$ cat src/rtl/cp0_regfile.sv
// Coprocessor-0 register file: BadVAddr, Count, Compare, Status, Cause, EPC.
// It also raises the timer interrupt and commits exception and ERET state.
module cp0_regfile (
  input  logic        clk,
  input  logic        rst,
  input  logic        we_i,
  input  logic [4:0]  waddr_i,
  input  logic [31:0] wdata_i,
  input  logic [4:0]  raddr_i,
  input  logic [5:0]  int_i,
  input  logic [31:0] excepttype_i,
  input  logic [31:0] pc_i,
  input  logic        in_delayslot_i,
  input  logic [31:0] bad_addr_i,
  output logic [31:0] rdata_o,
  output logic [31:0] status_o,
  output logic [31:0] cause_o,
  output logic [31:0] epc_o,
  output logic [31:0] count_o,
  output logic [31:0] compare_o,
  output logic [31:0] badvaddr_o,
  output logic        timer_int_o
);

  localparam logic [4:0] ADDR_BADVADDR = 5'd8;
  localparam logic [4:0] ADDR_COUNT    = 5'd9;
  localparam logic [4:0] ADDR_COMPARE  = 5'd11;
  localparam logic [4:0] ADDR_STATUS   = 5'd12;
  localparam logic [4:0] ADDR_CAUSE    = 5'd13;
  localparam logic [4:0] ADDR_EPC      = 5'd14;

  localparam logic [31:0] STATUS_WMASK = 32'h0000_FF03;
  localparam logic [31:0] CODE_ERET    = 32'h0000_000E;

  logic       half;
  logic       is_exc;
  logic       is_eret;
  logic       wr_ok;
  logic [4:0] exccode;

  assign is_eret = (excepttype_i == CODE_ERET);
  assign is_exc  = (excepttype_i != 32'd0) && !is_eret;
  // Any committing exception or ERET squashes a concurrent MTC0.
  assign wr_ok   = we_i && (excepttype_i == 32'd0);
  assign exccode = (excepttype_i == 32'h1) ? 5'd0 : excepttype_i[4:0];

  always_ff @(posedge clk) begin
    if (rst) begin
      badvaddr_o  <= 32'd0;
      count_o     <= 32'd0;
      compare_o   <= 32'd0;
      status_o    <= 32'd0;
      cause_o     <= 32'd0;
      epc_o       <= 32'd0;
      timer_int_o <= 1'b0;
      half        <= 1'b0;
    end else begin
      cause_o[15:10] <= {int_i[5] | timer_int_o, int_i[4:0]};

      if (wr_ok && waddr_i == ADDR_COUNT) begin
        count_o <= wdata_i;
        half    <= 1'b0;
      end else begin
        half <= ~half;
        if (half) count_o <= count_o + 32'd1;
      end

      // A Compare write beats a simultaneous match.
      if (wr_ok && waddr_i == ADDR_COMPARE) begin
        compare_o   <= wdata_i;
        timer_int_o <= 1'b0;
      end else if (compare_o != 32'd0 && count_o == compare_o) begin
        timer_int_o <= 1'b1;
      end

      if (wr_ok) begin
        case (waddr_i)
          ADDR_STATUS: status_o     <= wdata_i & STATUS_WMASK;
          ADDR_CAUSE:  cause_o[9:8] <= wdata_i[9:8];
          ADDR_EPC:    epc_o        <= wdata_i;
          default: ;
        endcase
      end

      if (is_exc) begin
        if (!status_o[1]) begin
          epc_o       <= in_delayslot_i ? (pc_i - 32'd4) : pc_i;
          cause_o[31] <= in_delayslot_i;
        end
        status_o[1]   <= 1'b1;
        cause_o[6:2]  <= exccode;
        if (excepttype_i == 32'h4 || excepttype_i == 32'h5)
          badvaddr_o <= bad_addr_i;
      end else if (is_eret) begin
        status_o[1] <= 1'b0;
      end
    end
  end

  always_comb begin
    rdata_o = 32'd0;
    case (raddr_i)
      ADDR_BADVADDR: rdata_o = badvaddr_o;
      ADDR_COUNT:    rdata_o = count_o;
      ADDR_COMPARE:  rdata_o = compare_o;
      ADDR_STATUS:   rdata_o = status_o;
      ADDR_CAUSE:    rdata_o = cause_o;
      ADDR_EPC:      rdata_o = epc_o;
      default:       rdata_o = 32'd0;
    endcase
  end

endmodule
$ cat config.mk
export PLATFORM = sky130hd
export DESIGN_NAME = cp0_regfile
export DESIGN_NICKNAME = d
export VERILOG_FILES = /design/src/rtl/cp0_regfile.sv
export SDC_FILE = /design/constraint.sdc
export NUM_CORES = 1
export LEC_CHECK = 0
export BUFFER_PORTS_ARGS = -buffer_cell sky130_fd_sc_hd__buf_2
export CAP_MARGIN = 20
export CORE_AREA = 2 2 143 145
export CTS_BUF_LIST = sky130_fd_sc_hd__clkbuf_4 sky130_fd_sc_hd__clkbuf_8
export DETAILED_ROUTE_END_ITERATION = 8
export DIE_AREA = 0 0 145 147
export HOLD_SLACK_MARGIN = 0.1
export PLACE_DENSITY_LB_ADDON = 0.2
export SYNTH_ARGS = -nofsm -noshare
export SYNTH_HDL_FRONTEND = slang
export SYNTH_SLANG_ARGS = --single-unit
$ cat constraint.sdc
create_clock -name clk -period 2.95 [get_ports clk]
set_input_delay 0.295 -clock clk [delete_from_list [all_inputs] [get_ports clk]]
set_output_delay 0.295 -clock clk [all_outputs]
set_load 0.1 [all_outputs]
-- Word level (Yosys, flattened, before mapping)
Index checks and enable logic that the tools add are counted.
Widths: inputs -> output; s select.
- output and inout port bits: 225
- word-level logic and storage cells: 66
- input bits: 148
- register bits: 154
- reductions and logical operators: 20
- bitwise operators: 3
- add/sub/neg operators: 2
- mux-type cells: 13
- equal/unequal tests: 16
- operator list (operator ; count):
    $mux 32 ; 7
    $pmux 32 s6 ; 1
    $eq 32x3->1 const B ; 2
    $reduce_bool 32->1 ; 2
    $eq 5x4->1 const B ; 11
    $add 32x1->32 const B ; 1
    $eq 32x1->1 const B ; 1
    $eq 32x32->1 ; 1
    $eq 32x4->1 const B ; 1
    $logic_not 32->1 ; 1
    $sub 32x3->32 const B ; 1
    $reduce_and 2->1 ; 5
    $reduce_bool 3->1 ; 2
    $logic_and 1x1->1 ; 5
    $mux 5 ; 1
    $mux 2 ; 2
    $reduce_or 2->1 ; 2
    $mux 1 ; 2
    $not 1->1 ; 2
    $reduce_bool 2->1 ; 1
    $logic_not 1->1 ; 1
    $logic_or 1x1->1 ; 1
    $or 1x1->1 ; 1

-- Longest topological paths before layout
- depth in word-level cells: 5
- gate-level depth with buffers: 9
- gate-level depth less buffers: 7

-- Least setup slack after synthesis
OpenSTA, ideal clock, no wires.
- path kind: reg-to-reg
- start point: reg count_o[3]
- end point: reg count_o[17]
- stages on the path, launching flop included: 7
- data required time: 2.880 ns
- setup slack: 0.162 ns
- data arrival time: 2.718 ns
- setup time: 0.070 ns
- buffers on the path: 1
- clock period less this slack: 2.788 ns
- cells stage by stage: dfxtp_1 > clkbuf_1 > nand4_1 > or3_1 > or3_1 > xor2_1 > a21oi_1
- cells in the longest elaborated chain, start to end: 3
- ends and longest elaborated chain (element ; line ; RTL):
    start, declared ; 19 ; output logic [31:0] count_o,
    start signal, assigned ; 61 ; count_o <= wdata_i;
    start signal, assigned ; 65 ; if (half) count_o <= count_o + 32'd1;
    $add 32x1->32 ; 65 ;
    $mux 32 ; 65 ;
    $mux 32 ; 60 ; if (wr_ok && waddr_i == ADDR_COUNT) begin
Every way passes these cells. The select of a mux whose other input is x is not followed.
A chain may end at the register's enable or synchronous reset.

-- Worst setup path after layout
- start point: in excepttype_i[4]
- end point: reg epc_o[2]
- cells in the longest elaborated chain, start to end: 5
- elaborated cells between the ends (all ways): 9
- those cells by class: 1 x eq/ne; 3 x mux; 5 x reduce/logical
- ends and longest elaborated chain (element ; line ; RTL):
    start, declared ; 11 ; input logic [31:0] excepttype_i,
    $logic_not 32->1 ; 44 ; assign wr_ok = we_i && (excepttype_i == 32'd0);
    $logic_and 1x1->1 ; 44 ;
    $mux 32 ; 76 ; if (wr_ok) begin
    $mux 32 ; 86 ; if (!status_o[1]) begin
    $mux 32 * ; 85 ; if (is_exc) begin
    end signal, assigned ; 80 ; ADDR_EPC: epc_o <= wdata_i;
    end signal, assigned ; 87 ; epc_o <= in_delayslot_i ? (pc_i - 32'd4) : pc_i;
    end, declared ; 18 ; output logic [31:0] epc_o,
Mark *: on every way between the ends. The rest lies on a longest branch, timed or not.

==> impl_metrics.ini <==
[cells_and_area]
fin_nets = 1601
final_common_cell = buf_2
fin_util = 0.5717
multi_input_area_um2 = 5110
drive_above_1_share = 0.2848
area_delta_synth_final_pct = 30.46
fillCellCount = 1893
mostFrequentLayoutCells = buf_2 (331), nand2_1 (231), dfxtp_1 (154), a21oi_1 (88), a22oi_1 (64)
seq_area_um2 = 3083

[pwr]
p_seq_frac = 0.447
clockPowerShare = 0.339
p_switching_uw = 1702
ir_worst_vdd_uv = 275.4
p_int_uw = 3182
combPwrFrac = 0.214
switching_share = 0.3486
power_density_nw_per_um2 = 430.5
p_total_uw = 4884
p_leak_uw = 0.004929

[synthesis]
async_flop_share = 0
synth_top_area_share = 0.3545
synth_seq_area_share = 0.3545
synth-xor-area-share = 0.07755
mappedNetlistArea_um2 = 8696
synth_edf_count = 0
synth_compound_gate_area_share = 0.1941
synth.area.mux_share = 0.03237
ys_seq_elements = 154
synthCells = 1113
synth_area_leader_cell = dfxtp_1
yosysWarningCount = 0
synth_top_family_by_area = simple AND/OR/NAND/NOR gates
synth.distinct_cells = 55
synth_area_leaders = dfxtp_1 (35%), nand2_1 (10%), a22oi_1 (5.5%)
syn_area_per_cell_um2 = 7.813
synth_simple_gate_area_frac = 0.2587
synth_adder_area_share = 0.002878
ys.flop_type = dfxtp_1

[detailed_routing]
drt-total-wl_mm = 35.14
drtPass1Iterations = 5
drt_iter0_drc = 1087
route.antenna.remaining_nets = 0
avgViaCountPerCell = 5.752
vias = 9985
drc_errors = 0
wl_per_cell_um = 20.24

[floorplanning]
initial_core_util = 0.4382
die_h_um = 147
placementRows = 52
ios = 373
core-area_um2 = 19840
die_width_um = 145
dieArea_um2 = 21320

[worst_setup_path]
path_class = primary input to flop
crit_path_start_kind = primary input
worstPathArrival_ns = 2.67
worstPathRequired_ns = 3.25
critPathMaxFanout = 20
endpoint_kind = flop

[global_route]
grt_use_total = 0.3160
grt_max_degree = 78
antenna_found_initial = 4
grt_pass1_wl_mm = 52.79
overflow = 0
grt_pass1_vias = 9006

[placed_design]
io_buffers = 332
hpwl_mm = 26.08
dp_slack_ns = 0.4831
gp_congestion = 0.9666

[sta]
max_freq_mhz = 421.2
worst_pin_slew_ns = 0.9025
post-route-min-period_ns = 2.374
hold_viol_final = 0
setup_viol = 0
skew_ns = 0.01319
drv_slew = 0
post-route-period-util = 0.8048
tns_ns = 0
setup_ws_ns = 0.5760
max_slew_margin = 0.3977
grt_setup_unrepaired = no

[clock_tree]
cts_max_level = 4
root_buffer = clkbuf_8
numCtsBuffers = 17
cts_buffer_depth = 2
cts_tree = yes
cts_sinks = 154
worstSkewPairLatency_ns = 0.46
clk_pin_slew_worst_paths_ns = 0.09

[status]
outcome = complete, no violations

[flow_run]
cap_viol_max_count = 0

[worst_hold_path]
min_path_type = primary input to flop
[synthesized netlist by cell type, types with 4 or more instances]
cell type,n
nand2_1,231
dfxtp_1,154
a21oi_1,88
clkbuf_1,66
a22oi_1,64
xnor2_1,49
nor2_1,47
buf_4,40
nor4_1,37
nand4_1,33
o21ai_0,29
nor3_1,28
xor2_1,28
mux2i_1,27
nand3_1,25
a311oi_1,16
a31oi_1,13
buf_2,12
or4_1,11
inv_1,9
a211oi_1,8
a222oi_1,8
or3_1,8
and4_1,7
nor2b_1,6
o31a_1,6
and3_1,5
nor3b_1,5
o41a_1,5
o41ai_1,5
buf_1,4
or2_2,4
[cells by family after synthesis]
group / Yosys count
and+or+nand+nor: 463
DFF: 154
AOI/OAI and AO/OA: 254
other: 1
adders and majority gates: 2
xor gates and xnor gates: 77
muxes: 28
buffers and inverters: 134
[area by class of cell]
cell class                 instances  area share
antenna                            2   0.0004412
clock buffer                      22     0.02559
clock inverter                    10     0.01037
inverter                           9    0.002978
multi-input combinational        864      0.4504
sequential                       154      0.2718
tap                              270     0.02978
timing repair buffer             405      0.2087
[final timing paths]
path,startpoint,to,slack [ns],depth (start not counted)
worst min-delay path,wdata_i[5],count_o[5]$_SDFFE_PP0P_,0.12,3
worst min register to register,badvaddr_o[14]$_SDFFE_PP0P_,badvaddr_o[14]$_SDFFE_PP0P_,0.48,2
worst max register to register,count_o[4]$_SDFFE_PP0P_,count_o[17]$_SDFFE_PP0P_,0.66,5
worst max-delay path,excepttype_i[4],epc_o[2]$_SDFF_PP0_,0.58,8
[per-layer routing]
| metal | GRT usage | part of all wire |
|---|---|---|
| met5 | 0 | 0 |
| met4 | 0.1054 | 0.026 |
| met3 | 0.05963 | 0.099 |
| met2 | 0.5081 | 0.46 |
| met1 | 0.4290 | 0.41 |
[per-stage QoR]
step / hold slack [ns] / area, um2 / cells
floorplan: 0.4108 / 8842 / 1152
global placement: 0.4560 / 10510 / 1660
detailed placement: 0.4609 / 10510 / 1660
CTS: 0.1015 / 11340 / 1734
global route: 0.1051 / 11340 / 1736
finish: 0.1211 / 11340 / 1736
[sequential cells by signal, summed over array words and instances (netlist names)]
register / flops
timer_int_o: 1
cause_o: 14
half: 1
status_o: 10
count_o: 32
compare_o: 32
badvaddr_o: 32
epc_o: 32
[timing repair]
| action | 4_1_cts | 5_1_grt |
|---|---|---|
| hold buffers | 42 | 0 |
| hold endpoints to repair | 42 | 0 |
| gates resized for setup | 0 | 0 |
| setup buffers | 0 | 0 |
[power groups by stage]
| stage | combinational (uW) | clock (uW) | sequential [uW] |
|---|---|---|---|
| 4_1_cts | 1040 | 1680 | 2180 |
| 6_report | 1050 | 1660 | 2180 |
| 2_1_floorplan | 466 | 0 | 2510 |
| 5_1_grt | 1090 | 1760 | 2180 |
| 3_5_place_dp | 993 | 0 | 2230 |
| 3_3_place_gp | 988 | 0 | 2230 |
[worst max-delay path: stages]
cell,delay (ns)
dlygate4sd3_1,0.53
buf_2,0.14
nor4_1,0.42
and4_1,0.40
nand4_1,0.34
buf_4,0.35
nand2_1,0.10
a311oi_1,0.09
(Power assumes the default switching activity.)
